**config.mk**
```make
export PLATFORM = sky130hd
export DESIGN_NAME = fixed_point_iterative_accumulator_flat
export DESIGN_NICKNAME = d
export VERILOG_FILES = /design/src/rtl/fixed_point_iterative_accumulator_if.sv /design/src/rtl/fixed_point_iterative_accumulator.sv /design/src/flat_wrapper.sv
export SDC_FILE = /design/constraint.sdc
export NUM_CORES = 1
export LEC_CHECK = 0
export ABC_AREA = 1
export CAP_MARGIN = 20
export CORE_ASPECT_RATIO = 0.5
export CORE_MARGIN = 5
export CORE_UTILIZATION = 40
export CTS_BUF_LIST = sky130_fd_sc_hd__clkbuf_8
export CTS_CLUSTER_DIAMETER = 40
export DETAILED_ROUTE_END_ITERATION = 10
export PLACE_DENSITY = 0.62
export SLEW_MARGIN = 25
export SYNTH_ARGS = -nofsm -noshare
export SYNTH_HDL_FRONTEND = slang
export SYNTH_SLANG_ARGS = --single-unit
```
**constraint.sdc**
```tcl
create_clock -name clk -period 2.4 [get_ports clk]
set_clock_uncertainty 0.15 [all_clocks]
set_input_delay 0.48 -clock clk [delete_from_list [all_inputs] [get_ports clk]]
set_output_delay 0.48 -clock clk [all_outputs]
set_load 0.005 [all_outputs]
```
**src/rtl/fixed_point_iterative_accumulator_if.sv**
```systemverilog
// Val/rdy bundle between a product source, the accumulator and the sum consumer.
// master = source/consumer side, slave = accumulator side.
interface fixed_point_iterative_accumulator_if #(
    parameter int n = 32
);
    logic         recv_val;
    logic         recv_rdy;
    logic [n-1:0] a;
    logic         send_val;
    logic         send_rdy;
    logic [n-1:0] c;
    logic         sat;

    modport master (
        output recv_val, a, send_rdy,
        input  recv_rdy, send_val, c, sat
    );

    modport slave (
        input  recv_val, a, send_rdy,
        output recv_rdy, send_val, c, sat
    );
endinterface

```
**src/rtl/fixed_point_iterative_accumulator.sv**
```systemverilog
// Sums exactly len fixed-point products in a guard-bit accumulator, then emits
// one saturated n-bit sum. Two-state ACC/DONE FSM, no overlap between phases.
module fixed_point_iterative_accumulator #(
    parameter int n    = 32,
    parameter int d    = 16,
    parameter bit sign = 1'b1,
    parameter int len  = 8
) (
    input  logic clk,
    input  logic reset,
    fixed_point_iterative_accumulator_if.slave bus
);
    localparam int W  = n + $clog2(len);
    localparam int CW = $clog2(len) + 1;
    localparam int G  = W - n;
    localparam logic [CW-1:0] LAST_COUNT = CW'(len - 1);

    // Reject illegal configurations at elaboration instead of producing a wrong sum.
    if (len < 2 || len > 256) begin : g_bad_len
        $error("fixed_point_iterative_accumulator: len must be in 2..256");
    end
    if (d < 0 || d > n) begin : g_bad_d
        $error("fixed_point_iterative_accumulator: d must be in 0..n");
    end

    typedef enum logic [1:0] {
        ACC  = 2'b01,
        DONE = 2'b10
    } state_t;

    state_t        state;
    logic [W-1:0]  acc;
    logic [CW-1:0] count;
    logic          rdy_q;
    logic          val_q;

    logic [W-1:0]  a_ext;
    logic          accept;
    logic          last;
    logic [G:0]    top;
    logic [n-1:0]  c_sat;
    logic          sat_flag;

    assign a_ext = sign ? {{G{bus.a[n-1]}}, bus.a} : {{G{1'b0}}, bus.a};

    // Handshake flags are registered but gated by reset so they drop the
    // moment reset asserts, without waiting for a clock.
    assign bus.recv_rdy = reset & rdy_q;
    assign bus.send_val = reset & val_q;

    assign accept = bus.recv_val & bus.recv_rdy;
    assign last   = (count == LAST_COUNT);

    // NOTE: state is written with <= only, so every register samples the
    // pre-edge values and the order of statements inside the block is irrelevant.
    always_ff @(posedge clk or negedge reset) begin
        if (!reset) begin
            state <= ACC;
            acc   <= '0;
            count <= '0;
            rdy_q <= 1'b1;
            val_q <= 1'b0;
        end else begin
            case (state)
                ACC: begin
                    if (accept) begin
                        acc   <= acc + a_ext;
                        count <= count + 1'b1;
                        if (last) begin
                            state <= DONE;
                            rdy_q <= 1'b0;
                            val_q <= 1'b1;
                        end
                    end
                end
                DONE: begin
                    if (bus.send_rdy) begin
                        state <= ACC;
                        acc   <= '0;
                        count <= '0;
                        rdy_q <= 1'b1;
                        val_q <= 1'b0;
                    end
                end
                default: begin
                    state <= ACC;
                    acc   <= '0;
                    count <= '0;
                    rdy_q <= 1'b1;
                    val_q <= 1'b0;
                end
            endcase
        end
    end

    // Signed result fits in n bits iff the guard bits and the n-bit sign bit agree.
    assign top = acc[W-1:n-1];

    // NOTE: both outputs get a default before any branch so no path leaves them
    // unassigned, which would otherwise infer a latch.
    always_comb begin
        c_sat    = acc[n-1:0];
        sat_flag = 1'b0;
        if (sign) begin
            if (!(&top) && (|top)) begin
                sat_flag = 1'b1;
                c_sat    = acc[W-1] ? {1'b1, {(n-1){1'b0}}} : {1'b0, {(n-1){1'b1}}};
            end
        end else if (|acc[W-1:n]) begin
            sat_flag = 1'b1;
            c_sat    = '1;
        end
    end

    assign bus.c   = c_sat;
    assign bus.sat = sat_flag;

endmodule

```
**src/flat_wrapper.sv**
```systemverilog
// flat-port wrapper written by rule: the top's interface ports become plain ports
module fixed_point_iterative_accumulator_flat 
#(
    parameter int n    = 32,
    parameter int d    = 16,
    parameter bit sign = 1'b1,
    parameter int len  = 8
)
  (clk, reset, bus_recv_val, bus_a, bus_send_rdy, bus_recv_rdy, bus_send_val, bus_c, bus_sat);
  fixed_point_iterative_accumulator_if #(.n(n)) bus_i ();
  input  logic clk;
  input  logic reset;
  input wire logic [$bits(bus_i.recv_val)-1:0] bus_recv_val;
  input wire logic [$bits(bus_i.a)-1:0] bus_a;
  input wire logic [$bits(bus_i.send_rdy)-1:0] bus_send_rdy;
  output wire logic [$bits(bus_i.recv_rdy)-1:0] bus_recv_rdy;
  output wire logic [$bits(bus_i.send_val)-1:0] bus_send_val;
  output wire logic [$bits(bus_i.c)-1:0] bus_c;
  output wire logic [$bits(bus_i.sat)-1:0] bus_sat;
  assign bus_i.recv_val = bus_recv_val;
  assign bus_i.a = bus_a;
  assign bus_i.send_rdy = bus_send_rdy;
  assign bus_recv_rdy = bus_i.recv_rdy;
  assign bus_send_val = bus_i.send_val;
  assign bus_c = bus_i.c;
  assign bus_sat = bus_i.sat;
  fixed_point_iterative_accumulator #(.n(n), .d(d), .sign(sign), .len(len)) u_core (.clk(clk), .reset(reset), .bus(bus_i));
endmodule
```
==> results.yml <==
status:
  status: "finished with violations"
  failed_checks: "setup timing"
critical_path:
  r2r_end: "u_core.acc[29]"
  path_class: "reg -> out"
  worstSetupEndpointType: "output port"
  critPathArrivalTime_ps: 1830
  cp_max_fo: 5
  reg2reg_from: "u_core.acc[8]"
  r2r_slack_ps: 280
  reg2reg_depth: 11
  required_ps: 1770
  startpoint_type: "flip-flop"
detailed_routing:
  wl_um: 14890
  vias: 4947
  wl_per_cell_um: 14.90
  drtPass1Iterations: 5
  first_iter_violations: 319
  drc_errors: 0
  via_per_inst: 4.952
  final_antenna_net_count: 0
finish:
  area_growth_pct: 45.78
  stdcell_area_um2: 6196
  final_nets: 929
  fillerInstances: 1005
  drive_gt1_frac: 0.2529
  seq_area_um2: 1028
  final_cell_count_no_fill: 999
  multi_input_area_um2: 3010
logic_synthesis:
  synth_cells: 699
  synth_area_um2: 4250
  synthesis.nets: 771
  netlist.top_cell.by_area: "dfrtp_1"
  async_reset_ff_frac: 1.000
  synth_cell_types: 41
  yosysMostFrequentCell: "nand2_1"
  yosys-top-cells-count: "nand2_1 (222), inv_1 (119), o21ai_0 (61)"
  ys_warn_count: 0
  syn_area_per_cell_um2: 6.081
  yosys_most_used_dff: "dfrtp_1"
  synthTopCellsByArea: "dfrtp_1 (24%), nand2_1 (20%), inv_1 (11%), ha_1 (10%), o21ai_0 (7.2%)"
  synth-edff-count: 0
  synth-seq-cells: 41
  seq_area_frac_synth: 0.2417
  synth_top_area_share: 0.2355
floorplan:
  die_x_um: 155.8
  die_area_um2: 12910
  ios: 71
  rows: 26
  start_util: 0.4135
  die_y_um: 82.89
  core_um2: 10280
sta:
  hold_violations: 0
  min_period_ps: 2462
  rsz0062_at_grt: "yes"
  max_clock_freq_ghz: 0.4062
  tns_ps: -478.0
  setup_ws_ps: -62.03
  relSlewSlack: 0.6287
  tightest_slew_ps: 557.0
  setup_viol: 11
  slew_violations: 0
  fin_crit_sh: 1.026
global_routing:
  grt.total_usage: 0.2241
  grt_pass1_vias: 4647
  grt_antenna_before_repair: 0
  grt_pass1_wl_um: 23460
  overflow: 0
  grt_max_degree: 38
placement:
  io_buffer_count: 70
  gp_congestion: 0.9642
  place_inst: 976
  placed_area_um2: 5682
  pre_cts_slack_ps: -331.6
  dp_hpwl_um: 11090
clock_tree:
  htree_num_levels: 2
  clkLatencyLatePin_ps: 330
  clk_path_buf_depth: 2
  cts_buffers: 5
  cts_tree: "built"
  cts_sinks: 41
  clk_pin_slew_worst_paths_ps: 100
  cts_root_buffer: "clkbuf_8"
pwr:
  ir_drop_mv: 0.7082
  power_mw: 8.487
  powerDensity_nw_per_um2: 1370
  power_leakage_nw: 3.246
hold_path:
  holdCritPathClass: "in -> async"
flow_run:
  maxCapViolCount: 0
worst max-delay path, stage by stage (launching register included):
cell	delay, ps
dfrtp_1	430
buf_6	140
a31oi_4	230
nand2_2	120
buf_8	140
buf_12	130
buf_16	130
o21ai_1	70
buf_2	130
layout make-up:
cell class,count,share of cell area
clock inverters,3,0.01111
multi-input cells,523,0.4859
well taps,140,0.02827
clock buffers,5,0.01111
inverters,122,0.07391
repair buffers,164,0.2233
diodes,1,0.0004039
flip-flops and latches,41,0.1660
logic make-up (layout without fill, tap and decap cells):
group                    count (synthesis)  after routing  synth area share
XOR/XNOR                                 5              5           0.01031
adder cells (fa/ha/maj)                 36             36            0.1077
buffers and inverters                  135            294            0.1230
flip-flops                              41             41            0.2417
AND/OR/NAND/NOR                        353            353            0.3506
other                                    0              1                 0
AO/OA/AOI/OAI                          129            129            0.1666
metrics by stage:
stage                     hold slack, ps  utilization
after CTS                          42.49       0.5764
after floorplan                    34.41            -
final                              55.60       0.6027
after global routing               38.63       0.6025
after global placement             196.3       0.5527
after detailed placement           199.2       0.5527
cell usage in the layout (no fill, tap or decap), types with 4 or more instances in the layout:
cell type	instances
nand2_1	212
inv_1	118
buf_4	79
nor2_1	50
dfrtp_1	39
nand3_1	37
clkdlybuf4s50_1	37
o21ai_0	34
buf_2	31
a21oi_1	26
ha_1	26
o21ai_2	18
o21ai_1	14
nand2_2	13
a21oi_2	13
o22ai_1	10
nor2_2	9
nand3b_1	8
nand3_2	7
ha_4	7
clkbuf_8	5
o21bai_1	4
nand4_1	4
buf_8	4
buf_12	4
buf_6	4
flip-flops by register name, indices dropped and copies added (netlist names):
| register | count |
|---|---|
| u_core.val_q | 1 |
| u_core.count | 4 |
| u_core.state | 1 |
| u_core.acc | 35 |
power breakdown:
part | internal, mW | total, mW | switching (mW)
Combinational | 3.02 | 6.46 | 3.44
Clock | 0.420 | 0.749 | 0.329
Sequential | 1.01 | 1.28 | 0.273
worst max path at each step:
stage / startpoint / endpoint / slack [ps]
finish: u_core.acc[31] / bus_c[5] / -60
global route: u_core.acc[31] / bus_c[5] / -150
CTS: u_core.acc[33] / bus_c[2] / -80
detailed placement: bus_a[0] / u_core.acc[32] / -330
global placement: bus_a[0] / u_core.acc[32] / -290
floorplan: bus_a[0] / u_core.acc[32] / 240
layer usage:
| metal | routed length, um | GRT usage | part of all wire | up-vias |
|---|---|---|---|---|
| met2 | 6367 | 0.3448 | 0.43 | 129 |
| met5 | 0 | 0 | 0 | - |
| met4 | 143 | 0.04051 | 0.0096 | 0 |
| met1 | 7526 | 0.3349 | 0.51 | 2250 |
| li1 | - | - | - | 2556 |
| met3 | 850 | 0.03167 | 0.057 | 12 |
repair_timing:
action,in CTS,in global routing
setup buffers,10,3
cloned,2,0
resized for setup,156,80
hold endpoints to repair,3,0
pin swaps,1,8
hold buffers,1,0
setup endpoints to repair,32,48
Note: power is estimated with default switching activity, not from simulation.
